## src/rtl/common_pkg.sv

```systemverilog
// Shared SPI definitions: mode encoding, default widths and the core FSM states.
package common_pkg;

  localparam int DATA_WIDTH              = 8;
  localparam int SPI_SYNC_STAGES_DEFAULT = 2;

  // Mode number is {CPOL, CPHA}
  typedef enum logic [1:0] {MODE0, MODE1, MODE2, MODE3} spi_mode_t;

  typedef enum logic {IDLE, ACTIVE} spi_state_t;

  function automatic logic spi_cpol(spi_mode_t m);
    return m[1];
  endfunction

  function automatic logic spi_cpha(spi_mode_t m);
    return m[0];
  endfunction

endpackage

```

## src/rtl/sync2edge.sv

```systemverilog
// One-pin synchronizer chain followed by a registered edge detector.
// RESET_VAL presets the chain to the pin's idle level so reset release
// never looks like an edge.
module sync2edge #(
  parameter int   STAGES    = 2,
  parameter logic RESET_VAL = 1'b0
) (
  input  logic clk,
  input  logic rst,
  input  logic din,
  output logic sync,
  output logic rise,
  output logic fall
);

  logic [STAGES-1:0] chain;
  logic              prev;

  // Synchronize the pin and keep one delayed copy for edge detection
  always_ff @(posedge clk or posedge rst) begin
    if (rst) begin
      chain <= {STAGES{RESET_VAL}};
      prev  <= RESET_VAL;
    end else begin
      chain <= {chain[STAGES-2:0], din};
      prev  <= chain[STAGES-1];
    end
  end

  assign sync = chain[STAGES-1];
  assign rise = chain[STAGES-1] & ~prev;
  assign fall = ~chain[STAGES-1] & prev;

endmodule

```

## src/rtl/spi_sync_core.sv

```systemverilog
// clk_i-domain SPI peripheral core: oversampled pins, all four SPI modes,
// configurable width and bit order, tx valid/ready, rx strobe, tx underrun.
// Optional macro SPI_SYNC_RX_HANDSHAKE_EN turns rx_valid_o into a level
// cleared by rx_ack_i and adds the rx_overrun_o port.
module spi_sync_core
  import common_pkg::*;
#(
  parameter int DATA_WIDTH  = common_pkg::DATA_WIDTH,
  parameter int CPOL        = 0,
  parameter int CPHA        = 0,
  parameter int MSB_FIRST   = 1,
  parameter int SYNC_STAGES = SPI_SYNC_STAGES_DEFAULT,
  parameter logic [DATA_WIDTH-1:0] TX_IDLE_WORD = '1
) (
  input  logic                  clk_i,
  input  logic                  reset_i,
  input  logic                  spi_cs_ni,
  input  logic                  spi_sck_i,
  input  logic                  spi_sd_i,
  output logic                  spi_sd_o,
  output logic                  spi_sd_oe_o,
  input  logic [DATA_WIDTH-1:0] tx_data_i,
  input  logic                  tx_valid_i,
  output logic                  tx_ready_o,
  output logic [DATA_WIDTH-1:0] rx_data_o,
  output logic                  rx_valid_o,
  input  logic                  rx_ack_i,
`ifdef SPI_SYNC_RX_HANDSHAKE_EN
  output logic                  rx_overrun_o,
`endif
  output logic                  tx_underrun_o,
  output logic                  busy_o
);

  localparam int              CW      = $clog2(DATA_WIDTH);
  localparam int              OUT_BIT = (MSB_FIRST != 0) ? DATA_WIDTH-1 : 0;
  localparam logic [CW-1:0]   LAST    = CW'(DATA_WIDTH-1);

  logic cs_rise, cs_fall, sck_rise, sck_fall, sdi;
  logic cs_unused, sck_unused, sdi_rise_unused, sdi_fall_unused;

  sync2edge #(.STAGES(SYNC_STAGES), .RESET_VAL(1'b1)) u_cs (
    .clk(clk_i), .rst(reset_i), .din(spi_cs_ni),
    .sync(cs_unused), .rise(cs_rise), .fall(cs_fall));

  sync2edge #(.STAGES(SYNC_STAGES), .RESET_VAL(1'(CPOL))) u_sck (
    .clk(clk_i), .rst(reset_i), .din(spi_sck_i),
    .sync(sck_unused), .rise(sck_rise), .fall(sck_fall));

  sync2edge #(.STAGES(SYNC_STAGES), .RESET_VAL(1'b0)) u_sdi (
    .clk(clk_i), .rst(reset_i), .din(spi_sd_i),
    .sync(sdi), .rise(sdi_rise_unused), .fall(sdi_fall_unused));

  // Leading edge leaves the idle level; CPHA picks which edge samples
  logic lead, trail, smp_edge, shf_edge;
  assign lead     = (CPOL != 0) ? sck_fall : sck_rise;
  assign trail    = (CPOL != 0) ? sck_rise : sck_fall;
  assign smp_edge = (CPHA != 0) ? trail : lead;
  assign shf_edge = (CPHA != 0) ? lead  : trail;

  spi_state_t state, state_nxt;
  logic       active, start_ld, do_smp, do_shf;
  logic       word_done, load;

  logic [DATA_WIDTH-1:0] tx_sr, tx_shf, rx_sr, rx_nxt;
  logic [CW-1:0]         bit_cnt;
  logic                  skip;

  // FSM state register
  always_ff @(posedge clk_i or posedge reset_i) begin
    if (reset_i) state <= IDLE;
    else         state <= state_nxt;
  end

  // FSM next state: CS fall opens a transfer, CS rise always closes it
  always_comb begin
    state_nxt = state;
    case (state)
      IDLE:    if (cs_fall) state_nxt = ACTIVE;
      ACTIVE:  if (cs_rise) state_nxt = IDLE;
      default: state_nxt = IDLE;
    endcase
  end

  // FSM outputs: SCK edges only count while active, and CS rise beats a sample
  always_comb begin
    active   = 1'b0;
    start_ld = 1'b0;
    do_smp   = 1'b0;
    do_shf   = 1'b0;
    case (state)
      IDLE:    start_ld = cs_fall;
      ACTIVE: begin
        active = 1'b1;
        do_smp = smp_edge & ~cs_rise;
        do_shf = shf_edge & ~cs_rise;
      end
      default: ;
    endcase
  end

  assign word_done = do_smp && (bit_cnt == LAST);
  assign load      = start_ld | word_done;

  // Shift/insert direction follows the bit order for both registers
  always_comb begin
    if (MSB_FIRST != 0) begin
      tx_shf = {tx_sr[DATA_WIDTH-2:0], 1'b0};
      rx_nxt = {rx_sr[DATA_WIDTH-2:0], sdi};
    end else begin
      tx_shf = {1'b0, tx_sr[DATA_WIDTH-1:1]};
      rx_nxt = {sdi, rx_sr[DATA_WIDTH-1:1]};
    end
  end

  // Transmit shifter; skip holds the first bit of a fresh word across one shift edge
  always_ff @(posedge clk_i or posedge reset_i) begin
    if (reset_i) begin
      tx_sr <= '0;
      skip  <= 1'b0;
    end else if (load) begin
      tx_sr <= tx_valid_i ? tx_data_i : TX_IDLE_WORD;
      skip  <= start_ld ? (CPHA != 0) : 1'b1;
    end else if (do_shf) begin
      if (skip) skip  <= 1'b0;
      else      tx_sr <= tx_shf;
    end
  end

  // Receive shifter and bit counter; a partial word dies with CS
  always_ff @(posedge clk_i or posedge reset_i) begin
    if (reset_i) begin
      rx_sr     <= '0;
      rx_data_o <= '0;
      bit_cnt   <= '0;
    end else if (cs_rise || start_ld) begin
      bit_cnt <= '0;
    end else if (do_smp) begin
      rx_sr <= rx_nxt;
      if (word_done) begin
        rx_data_o <= rx_nxt;
        bit_cnt   <= '0;
      end else begin
        bit_cnt <= bit_cnt + 1'b1;
      end
    end
  end

`ifdef SPI_SYNC_RX_HANDSHAKE_EN
  // Level valid held until acked; completion wins over a coincident ack
  always_ff @(posedge clk_i or posedge reset_i) begin
    if (reset_i) begin
      rx_valid_o   <= 1'b0;
      rx_overrun_o <= 1'b0;
    end else if (word_done) begin
      rx_valid_o   <= 1'b1;
      rx_overrun_o <= rx_valid_o & ~rx_ack_i;
    end else begin
      rx_overrun_o <= 1'b0;
      if (rx_ack_i) rx_valid_o <= 1'b0;
    end
  end
`else
  logic ack_unused;
  assign ack_unused = rx_ack_i;

  // One-clk strobe per completed word
  always_ff @(posedge clk_i or posedge reset_i) begin
    if (reset_i) rx_valid_o <= 1'b0;
    else         rx_valid_o <= word_done;
  end
`endif

  assign tx_ready_o    = load & tx_valid_i;
  assign tx_underrun_o = load & ~tx_valid_i;
  assign spi_sd_o      = tx_sr[OUT_BIT];
  assign spi_sd_oe_o   = active;
  assign busy_o        = active;

endmodule

```

## config.mk

```make
export PLATFORM = sky130hd
export DESIGN_NAME = spi_sync_core
export DESIGN_NICKNAME = d
export VERILOG_FILES = /design/src/rtl/common_pkg.sv /design/src/rtl/sync2edge.sv /design/src/rtl/spi_sync_core.sv
export SDC_FILE = /design/constraint.sdc
export NUM_CORES = 1
export LEC_CHECK = 0
export BUFFER_PORTS_ARGS = -buffer_cell sky130_fd_sc_hd__buf_2
export CORE_ASPECT_RATIO = 0.5
export CORE_UTILIZATION = 48
export DETAILED_ROUTE_END_ITERATION = 8
export MAX_ROUTING_LAYER = met4
export PLACE_DENSITY = 0.79
export SYNTH_ARGS = -nofsm -noshare
export SYNTH_HDL_FRONTEND = slang
export SYNTH_SLANG_ARGS = --single-unit
export TNS_END_PERCENT = 30
```

## constraint.sdc

```tcl
create_clock -name clk_i -period 1.79 [get_ports clk_i]
set_clock_uncertainty 0.2 [all_clocks]
set_input_delay 0.358 -clock clk_i [delete_from_list [all_inputs] [get_ports clk_i]]
set_output_delay 0.358 -clock clk_i [all_outputs]
set_load 0.005 [all_outputs]
```

==> insert_results.sql <==
INSERT INTO impl_metrics (metric_group, metric, value, unit) VALUES
('outcome', 'run_status', 'finished with violations', ''),
('outcome', 'violated_checks', 'negative setup slack', ''),
('power', 'cellPowerDensity', '951', 'nW/um^2'),
('route', 'drcViolationCount', '0', ''),
('run', 'cap_violations', '0', ''),
('power', 'power.switching_fraction', '0.242', ''),
('worst_setup_path', 'setup.worst_path.start_class', 'register', ''),
('worst_setup_path', 'cp_cell_sequence', 'ha_2, ha_4, a41oi_4, nor2b_1, buf_2', ''),
('global_routing', 'number_of_global_route_vias_before_repair', '915', ''),
('floorplan', 'dieWidth', '81.5', 'um'),
('floorplan', 'initial_core_util', '0.542', ''),
('timing', 'finalWorstSetupSlack', '-188', 'ps'),
('clock_network', 'worstSkewPairLatency', '270', 'ps'),
('synth', 'synth_async_sr_flop_share', '1.00', ''),
('timing', 'layout_worst_path_cycle_share', '1.10', ''),
('clock_network', 'cts-buffers-inserted', '5', ''),
('floorplan', 'chipHeight', '41.8', 'um'),
('synth', 'synth_warnings', '0', ''),
('global_routing', 'grt_max_degree', '38', ''),
('worst_setup_path', 'setup.worst_path.end_class', 'output pin', ''),
('synth', 'synth_nets', '128', ''),
('synth', 'synth.avg_cell_area', '13.7', 'sq um'),
('clock_network', 'clock_tree.root_cell', 'clkbuf_8', ''),
('route', 'wire_per_inst', '12.6', 'um'),
('route', 'detailroute.via_count', '977', ''),
('route', 'first_drt_pass_iteration_count', '4', ''),
('timing', 'maxClockFrequency', '506', 'MHz'),
('floorplan', 'pin_count', '29', ''),
('timing', 'timing.final.max_slew_violations', '0', ''),
('synth', 'synthFlopType', 'dfrtp_1', ''),
('finish', 'layoutNonFillerInstCount', '195', ''),
('synth', 'netlist_area', '1520', 'sq um'),
('clock_network', 'numClockSinks', '37', ''),
('global_routing', 'grt.overflow.total', '0', ''),
('synth', 'syn-instance-count', '111', ''),
('worst_setup_path', 'timing.critical_path.required', '1230', 'ps'),
('synth', 'synth-edff-count', '0', ''),
('place', 'numPortBuffers', '27', ''),
('synth', 'ys_top_cells_by_count', '34 x dfrtp_1, 15 x mux2_2, 9 x a21oi_1, 7 x mux2i_1, 7 x nor3b_1', ''),
('power', 'power_frac_clock', '0.287', ''),
('place', 'dp_hpwl', '1680', 'um'),
('worst_setup_path', 'crit_path_max_fanout', '3', ''),
('place', 'routability_congestion_estimate_from_global_placement', '0.772', ''),
('global_routing', 'initial_antenna_violation_count', '0', ''),
('timing', 'setup_total_negative_slack', '-532', 'ps'),
('finish', 'layout-drive-gt1-share', '0.462', ''),
('finish', 'fill_cells', '210', ''),
('power', 'power.net_switching', '448', 'uW'),
('finish', 'antenna_cells_inserted', '0', ''),
('synth', 'synth_top_cell_area_share', '0.561', ''),
('timing', 'grt_setup_unrepaired', 'true', ''),
('clock_network', 'cts_tree', 'built', ''),
('power', 'ir_drop', '619', 'uV'),
('floorplan', 'design.die.area', '3400', 'sq um'),
('worst_setup_path', 'timing.critical_path.arrival', '1420', 'ps'),
('clock_network', 'clkSlewWorstSetupHoldPaths', '70', 'ps'),
('synth', 'ys_ff_latch', '37', ''),
('route', 'detail_route.vias_per_cell', '5.01', ''),
('timing', 'final-setup-viol-count', '10', ''),
('floorplan', 'rows', '13', ''),
('place', 'numPlacedInstances', '180', ''),
('power', 'share_seq_of_total_power', '0.571', ''),
('finish', 'layout.nets', '174', ''),
('power', 'internal-power', '1.40', 'mW'),
('timing', 'layout_min_cycle_time', '1980', 'ps'),
('timing', 'worst_max_slew_margin_expressed_relative_to_the_limit', '0.703', ''),
('power', 'post_layout_power', '1.85', 'mW'),
('power', 'power_leakage', '0.978', 'nW'),
('finish', 'syn2layout_area_growth', '28.3', '%'),
('global_routing', 'overall_global_routing_resource_usage', '0.164', ''),
('synth', 'largest_cells_by_area_after_synthesis', 'dfrtp_1 56%, mux2_2 11%, dfstp_2 5.2%', '');
-- layout make-up --
class	count	area [sq um]	area share
well taps	37	46.3	0.0238
flip-flops and latches	37	930	0.478
repair buffers	44	284	0.146
multi-input cells	63	584	0.300
clock buffers	8	80.1	0.0411
inverters	6	22.5	0.0116
-- flip-flops by register name, indices dropped and copies added, names as in the netlist --
register     flops
rx_sr            7
state            1
rx_data_o        8
skip             1
rx_valid_o       1
u_sdi.chain      2
u_cs.chain       2
tx_sr            8
u_cs.prev        1
u_sck.chain      2
u_sck.prev       1
bit_cnt          3
-- path summary, 6_finish.rpt --
check	startpoint	to	slack, ps	cells after the start
setup / recovery	bit_cnt[0]	tx_ready_o	-190	5
hold / removal	tx_data_i[0]	tx_sr[0]	130	3
setup reg to reg	u_cs.prev	tx_sr[6]	-30	6
hold reg to reg	u_sck.chain[0]	u_sck.chain[1]	150	0
max in group asynchronous	reset_i	u_cs.prev	510	4
min in group asynchronous	reset_i	skip	530	4
-- repair_timing --
item	CTS	global route
hold buffers	4	0
setup buffers	2	1
hold endpoints to repair	37	0
pin swaps	4	0
resized for setup	3	9
setup endpoints to repair	8	17
cloned	0	0
-- stage by stage --
stage / area, sq um / utilization / setup WS (ps) / hold WS [ps]
floorplan: 1540 / - / -1.38 / 131
global placement: 1760 / 0.628 / 6.46 / 134
detailed placement: 1760 / 0.628 / -57.6 / 141
CTS: 1900 / 0.680 / -206 / 127
global route: 1950 / 0.696 / -245 / 134
finish: 1950 / 0.696 / -188 / 132
-- cells in the final DEF, fill, tap and decap left out --
master and instances:
dfrtp_1 34, buf_2 27, buf_4 11, mux2_2 10, a21oi_1 9, mux2i_1 7
inv_1 6, mux2_4 5, clkbuf_8 5, nor3b_2 4, nor3b_1 4, dlygate4sd3_1 4
o21ai_0 3, nand2_1 3, clkbuf_1 3, dfstp_2 3, nand3_1 2, nor2b_1 2
nand2b_2 1, and2b_1 1, nand4_1 1, a41oi_4 1, nand2b_1 1, nand4bb_1 1
nand4_2 1, nor2_2 1, nand3b_1 1, o21ai_1 1, xor2_1 1, nor3_1 1
ha_2 1, ha_4 1, buf_8 1, buf_6 1
-- critical path, delay by kind of cell, from the launching register on --
| kind | cells | cell delay, ps |
|---|---|---|
| adder cells (fa/ha/maj) | 2 | 370 |
| AND/OR/NAND/NOR | 1 | 70 |
| AO/OA/AOI/OAI | 1 | 180 |
| flip-flops | 1 | 390 |
| buffers and inverters | 1 | 130 |
-- power groups by stage --
stage / sequential [mW] / clock [mW] / combinational (mW)
final: 1.06 / 0.531 / 0.264
after global routing: 1.07 / 0.591 / 0.294
after CTS: 1.06 / 0.556 / 0.261
after detailed placement: 1.07 / 0 / 0.250
after global placement: 1.06 / 0 / 0.239
after floorplan: 1.05 / 0 / 0.184
-- layer usage --
metal,part of all wire,vias up,track usage
met2,0.47,26,0.257
met1,0.47,470,0.200
met4,0.0077,0,0.0536
li1,-,479,-
met5,0,-,-
met3,0.051,2,0.0527
-- kinds of logic after synthesis --
logic type / after synthesis / synth area share
AOI/OAI and AO/OA: 14 / 0.0610
muxes: 22 / 0.157
buffers and inverters: 11 / 0.0379
adders and majority gates: 2 / 0.0165
xor gates and xnor gates: 1 / 0.00577
DFF: 37 / 0.613
and+or+nand+nor: 24 / 0.109
Power figures use the tool's default switching activity.
